## config.mk

```make
export PLATFORM = sky130hd
export DESIGN_NAME = cordic_arbiter
export DESIGN_NICKNAME = d
export VERILOG_FILES = /design/src/rtl/cordic_arbiter.sv
export SDC_FILE = /design/constraint.sdc
export NUM_CORES = 1
export LEC_CHECK = 0
export CAP_MARGIN = 5
export CELL_PAD_IN_SITES_DETAIL_PLACEMENT = 2
export CELL_PAD_IN_SITES_GLOBAL_PLACEMENT = 2
export CORE_MARGIN = 2
export CORE_UTILIZATION = 20
export CTS_CLUSTER_SIZE = 12
export DETAILED_ROUTE_END_ITERATION = 8
export PLACE_DENSITY = 0.77
export SETUP_SLACK_MARGIN = 0.3
export SLEW_MARGIN = 15
export SYNTH_ARGS = -nofsm -noshare
export SYNTH_HDL_FRONTEND = slang
export SYNTH_SLANG_ARGS = --single-unit
```

## constraint.sdc

```tcl
create_clock -name clock -period 3 [get_ports clock]
set_input_delay 0.6 -clock clock [delete_from_list [all_inputs] [get_ports clock]]
set_output_delay 0.6 -clock clock [all_outputs]
set_load 0.005 [all_outputs]
```

## src/rtl/cordic_arbiter.sv

```systemverilog
// cordic_arbiter: round-robin front end that shares one pipelined
// CORDIC sin/cos core among N requesters and routes results back.
module cordic_arbiter #(
  parameter int N   = 4,
  parameter int AW  = 20,
  parameter int DW  = 18,
  parameter int LAT = 18
) (
  input  logic            clock,
  input  logic            rstn,
  input  logic [N-1:0]    io_req_valid,
  output logic [N-1:0]    io_req_ready,
  input  logic [N*AW-1:0] io_req_angle,
  output logic [N-1:0]    io_resp_valid,
  output logic [DW-1:0]   io_resp_s,
  output logic [DW-1:0]   io_resp_c,
  output logic [AW-1:0]   io_cordic_a,
  input  logic [DW-1:0]   io_cordic_s,
  input  logic [DW-1:0]   io_cordic_c,
  output logic            io_idle
);

  localparam int LW = (N > 1) ? $clog2(N) : 1;
  localparam int CW = LW + 1;

  typedef struct packed {
    logic          v;
    logic [LW-1:0] id;
  } tag_t;

  logic [LW-1:0]    last_q;
  logic [LW-1:0]    last_d;
  tag_t [LAT-1:0]   tag_q;
  tag_t [LAT-1:0]   tag_d;

  logic             grant_any;
  logic [LW-1:0]    grant_idx;
  logic [CW-1:0]    cand;
  logic [LAT-1:0]   busy;

  // Search last+1, last+2, ... modulo N; first valid wins.
  always_comb begin
    grant_any = 1'b0;
    grant_idx = '0;
    cand      = '0;
    for (int k = 1; k <= N; k++) begin
      cand = {1'b0, last_q} + CW'(k);
      if (cand >= CW'(N))
        cand = cand - CW'(N);
      if (!grant_any && io_req_valid[cand[LW-1:0]]) begin
        grant_any = 1'b1;
        grant_idx = cand[LW-1:0];
      end
    end
    if (!rstn) begin
      grant_any = 1'b0;
      grant_idx = '0;
    end
  end

  always_comb begin
    io_req_ready = '0;
    io_cordic_a  = '0;
    if (grant_any) begin
      io_req_ready[grant_idx] = 1'b1;
      io_cordic_a = io_req_angle[grant_idx*AW +: AW];
    end
  end

  always_comb begin
    last_d = last_q;
    if (grant_any)
      last_d = grant_idx;
  end

  // Bubbles enter as v=0 so the tag line always shifts.
  always_comb begin
    tag_d    = tag_q;
    tag_d[0] = {grant_any, grant_idx};
    for (int i = 1; i < LAT; i++)
      tag_d[i] = tag_q[i-1];
  end

  always_comb begin
    busy = '0;
    for (int i = 0; i < LAT; i++)
      busy[i] = tag_q[i].v;
  end

  always_ff @(posedge clock or negedge rstn) begin
    if (!rstn) begin
      last_q <= LW'(N - 1);
      tag_q  <= '0;
    end else begin
      last_q <= last_d;
      tag_q  <= tag_d;
    end
  end

  always_comb begin
    io_resp_valid = '0;
    io_resp_s     = '0;
    io_resp_c     = '0;
    if (tag_q[LAT-1].v) begin
      io_resp_valid[tag_q[LAT-1].id] = 1'b1;
      io_resp_s = io_cordic_s;
      io_resp_c = io_cordic_c;
    end
  end

  assign io_idle = !rstn || (!(|busy) && !(|io_req_valid));

endmodule

```

==> results by group <==
Power and ir drop
  – Leakage power: 2.40 nW
  – Pwr/cell area: 539 nW/µm²
  – VDD IR max: 0.287 mV
  – Final total power: 3.06 mW

STA
  – Fin. max-slew vios: 0
  – Sum Neg Setup Slack: 0 ps
  – Final Cycle Share: 0.986
  – Skew final: 7.96 ps
  – Final setup margin: roughly 41 ps
  – Hold Vio Cnt, Final: 0
  – Measured slew at the worst slew-check pin: 673 ps
  – RSZ-0062 raised after global routing: yes
  – Rel. slew slack: 0.551
  – F_max: 338 MHz
  – Final Setup Violations: 0
  – Final worst path period need: approximately 3000 ps

Worst hold path
  – Worst Hold Class: reg -> reg

Drt
  – DR iter-0 viols: between 100 and 150
  – # DRC: 0
  – Routed vias: between 2000 and 3000
  – WL per Instance: 19.7 µm
  – Final WL: 12200 µm
  – Router iterations before antenna repair: 4
  – Vias per std cell: 4.27
  – Antenna Violating Nets Remaining: 0

Setup path
  – Worst setup EP type: output pin
  – WP buf/inv: 3
  – Crit Path Class: reg -> out
  – Max incr delay on CP: 610 ps
  – Crit. path cell count: 8
  – Worst Setup Start Kind: flop
  – Worst EP required: 2400 ps
  – Delay-heaviest family, CP: flip-flops
  – Critical path, cell by cell: or2b_1 -> a21oi_2 -> a221oi_4 -> buf_6 -> buf_12 -> mux2i_4 -> o22ai_2 -> buf_2
  – Slowest cell on crit path: dfstp_2
  – RR Startpoint: last_q[0]
  – CP Launch Point: last_q[0]
  – Reg2Reg Depth: 11
  – CP max FO: 6
  – Reg2Reg Setup Slack: just under 1000 ps
  – Arr. time, crit path: ~2400 ps
  – FF-to-FF End: last_q[1]
  – Worst Setup EP: io_cordic_a[1]

Clocking
  – CTS root buf: clkbuf_16
  – Worst-Skew Late Latency: 290 ps
  – CTS sink count: between 50 and 60
  – Clock Path Buffers: 2
  – Hold Buf Count CTS: 0
  – CTS tree: yes
  – CTS Buf Count: 5
  – Clock-pin slew on the worst setup and hold paths: 70 ps
  – CTS H-tree lvls: 2

Finish
  – Syn-to-layout area delta: 112%
  – Fillcell total: 1341
  – Fin nets: around 570
  – Most frequent cells in the layout: clkdlybuf4s50_1, dfrtp_1, and2_1
  – Register Area: 1400 µm²
  – Share of cells above drive strength 1: 0.336
  – Most common cell after layout, fill and taps aside: clkdlybuf4s50_1
  – Antenna cells: 0
  – Final Cell Area: approximately 5700 µm²
  – Multi-input logic area: ~1500 µm²

Yosys
  – Synthesized cell area: 2670 µm²
  – Top_reg_cell synth: dfrtp_1
  – Cell count after synthesis: 215
  – Synth warnings: 0
  – Ys async rst share: 1.00
  – Number of synthesized flops with an enable pin: 0
  – Post-Syn Area per Cell: 12.4 µm²
  – Post-synthesis register bit count: 56
  – Sequential cell area fraction in the yosys report: 0.526
  – Syn Nets: approximately 340
  – Yosys cell types: 37

Placement
  – IO buf count: 186
  – Area after DPL: 4850 µm²
  – Routability cong.: 0.747
  – DP HPWL: 7830 µm
  – DP Worst Slack: -629 ps

Die
  – Die ar.: 14300 µm²
  – Die X: roughly 120 µm
  – Initial Utilization: 0.203
  – Top Ports: 187
  – Core area: ~13000 µm²
  – Die height: around 120 µm
  – # rows: 42

Global route
  – Gr usage total: 0.160
  – GRT overflow: 0
  – Largest net degree at the start of global routing: between 50 and 60
  – Number of global-route vias before repair: 3058
  – First-pass GRT wire length: 17500 µm
  – Initial antenna violation count: 0

Run status
  – Status: finished, final reports clean

Run
  – Max-capacitance violation count: 0
[synth_stat cells, drive strengths merged (3+ instances only)]
| cell | number | share of area |
|---|---|---|
| clkbuf | 5 | 0.011 |
| inv | 5 | 0.0070 |
| dfrtp | 54 | 0.51 |
| nor4 | 4 | 0.0094 |
| and2 | 37 | 0.087 |
| mux2i | 40 | 0.15 |
| o22ai | 21 | 0.073 |
| a21oi | 3 | 0.0098 |
| buf | 8 | 0.024 |
| nor2 | 6 | 0.010 |
| nand2 | 8 | 0.014 |
| nand2b | 3 | 0.0070 |
[layout make-up]
type                            count  share of cell area
Clock buffer                        5              0.0221
Clock inverter                      3             0.00838
Inverter                            5             0.00375
Multi-Input combinational cell    144               0.271
Sequential cell                    56               0.248
Tap cell                          176              0.0388
Timing Repair Buffer              231               0.409
[metrics by stage]
step / hold slack, ps / utilization / std cells
global placement: 333 / 0.369 / 583
CTS: 356 / 0.412 / 613
floorplan: 304 / - / 215
finish: 353 / 0.432 / 620
global route: 356 / 0.432 / 620
detailed placement: 337 / 0.369 / 583
[layer usage]
layer | vias to the layer above | track usage | routed length, µm
li1 | 1220 | - | -
met1 | 1300 | 0.170 | 4450
met2 | 117 | 0.317 | 6820
met3 | 12 | 0.0385 | 799
met4 | 0 | 0.0294 | 175
met5 | - | 0 | 0
[how the worst min path moves through the flow]
stage                    from   endpoint  slack (ps)  cells past startpoint
finish              tag_d[46]  tag_d[49]         350                      0
CTS                  tag_d[7]  tag_d[10]         360                      0
global route        tag_d[27]  tag_d[30]         360                      0
detailed placement  tag_d[12]  tag_d[15]         340                      0
global placement    tag_d[10]  tag_d[13]         330                      0
floorplan                rstn    busy[0]         300                      0
[timing repair]
item / 4_1_cts / 5_1_grt
buffers inserted: 14 / 7
setup endpoints to repair: 25 / 25
cloned: 8 / 0
resized for setup: 164 / 49
pin swaps: 17 / 8
[power by group]
group          internal, mW  leakage, nW  switching [mW]
sequential            0.890        0.695          0.0636
combinational         0.849         1.62           0.596
clock                 0.397       0.0840           0.261
total                  2.14         2.40           0.921
[flip-flops by register name (all words and copies together) (netlist names)]
| register | flops |
|---|---|
| tag_d | 34 |
| busy | 18 |
| last_q | 2 |
| tag_q | 2 |
[cell families (layout without fill, tap and decap cells)]
kind of cell	count (synthesis)	after routing	share of synthesized area
flip-flops	56	56	0.526
buffers and inverters	18	244	0.0417
AO/OA/AOI/OAI	31	31	0.123
multiplexers	40	40	0.150
AND/OR/NAND/NOR	70	73	0.160
Note: power is estimated with default switching activity, not from simulation.
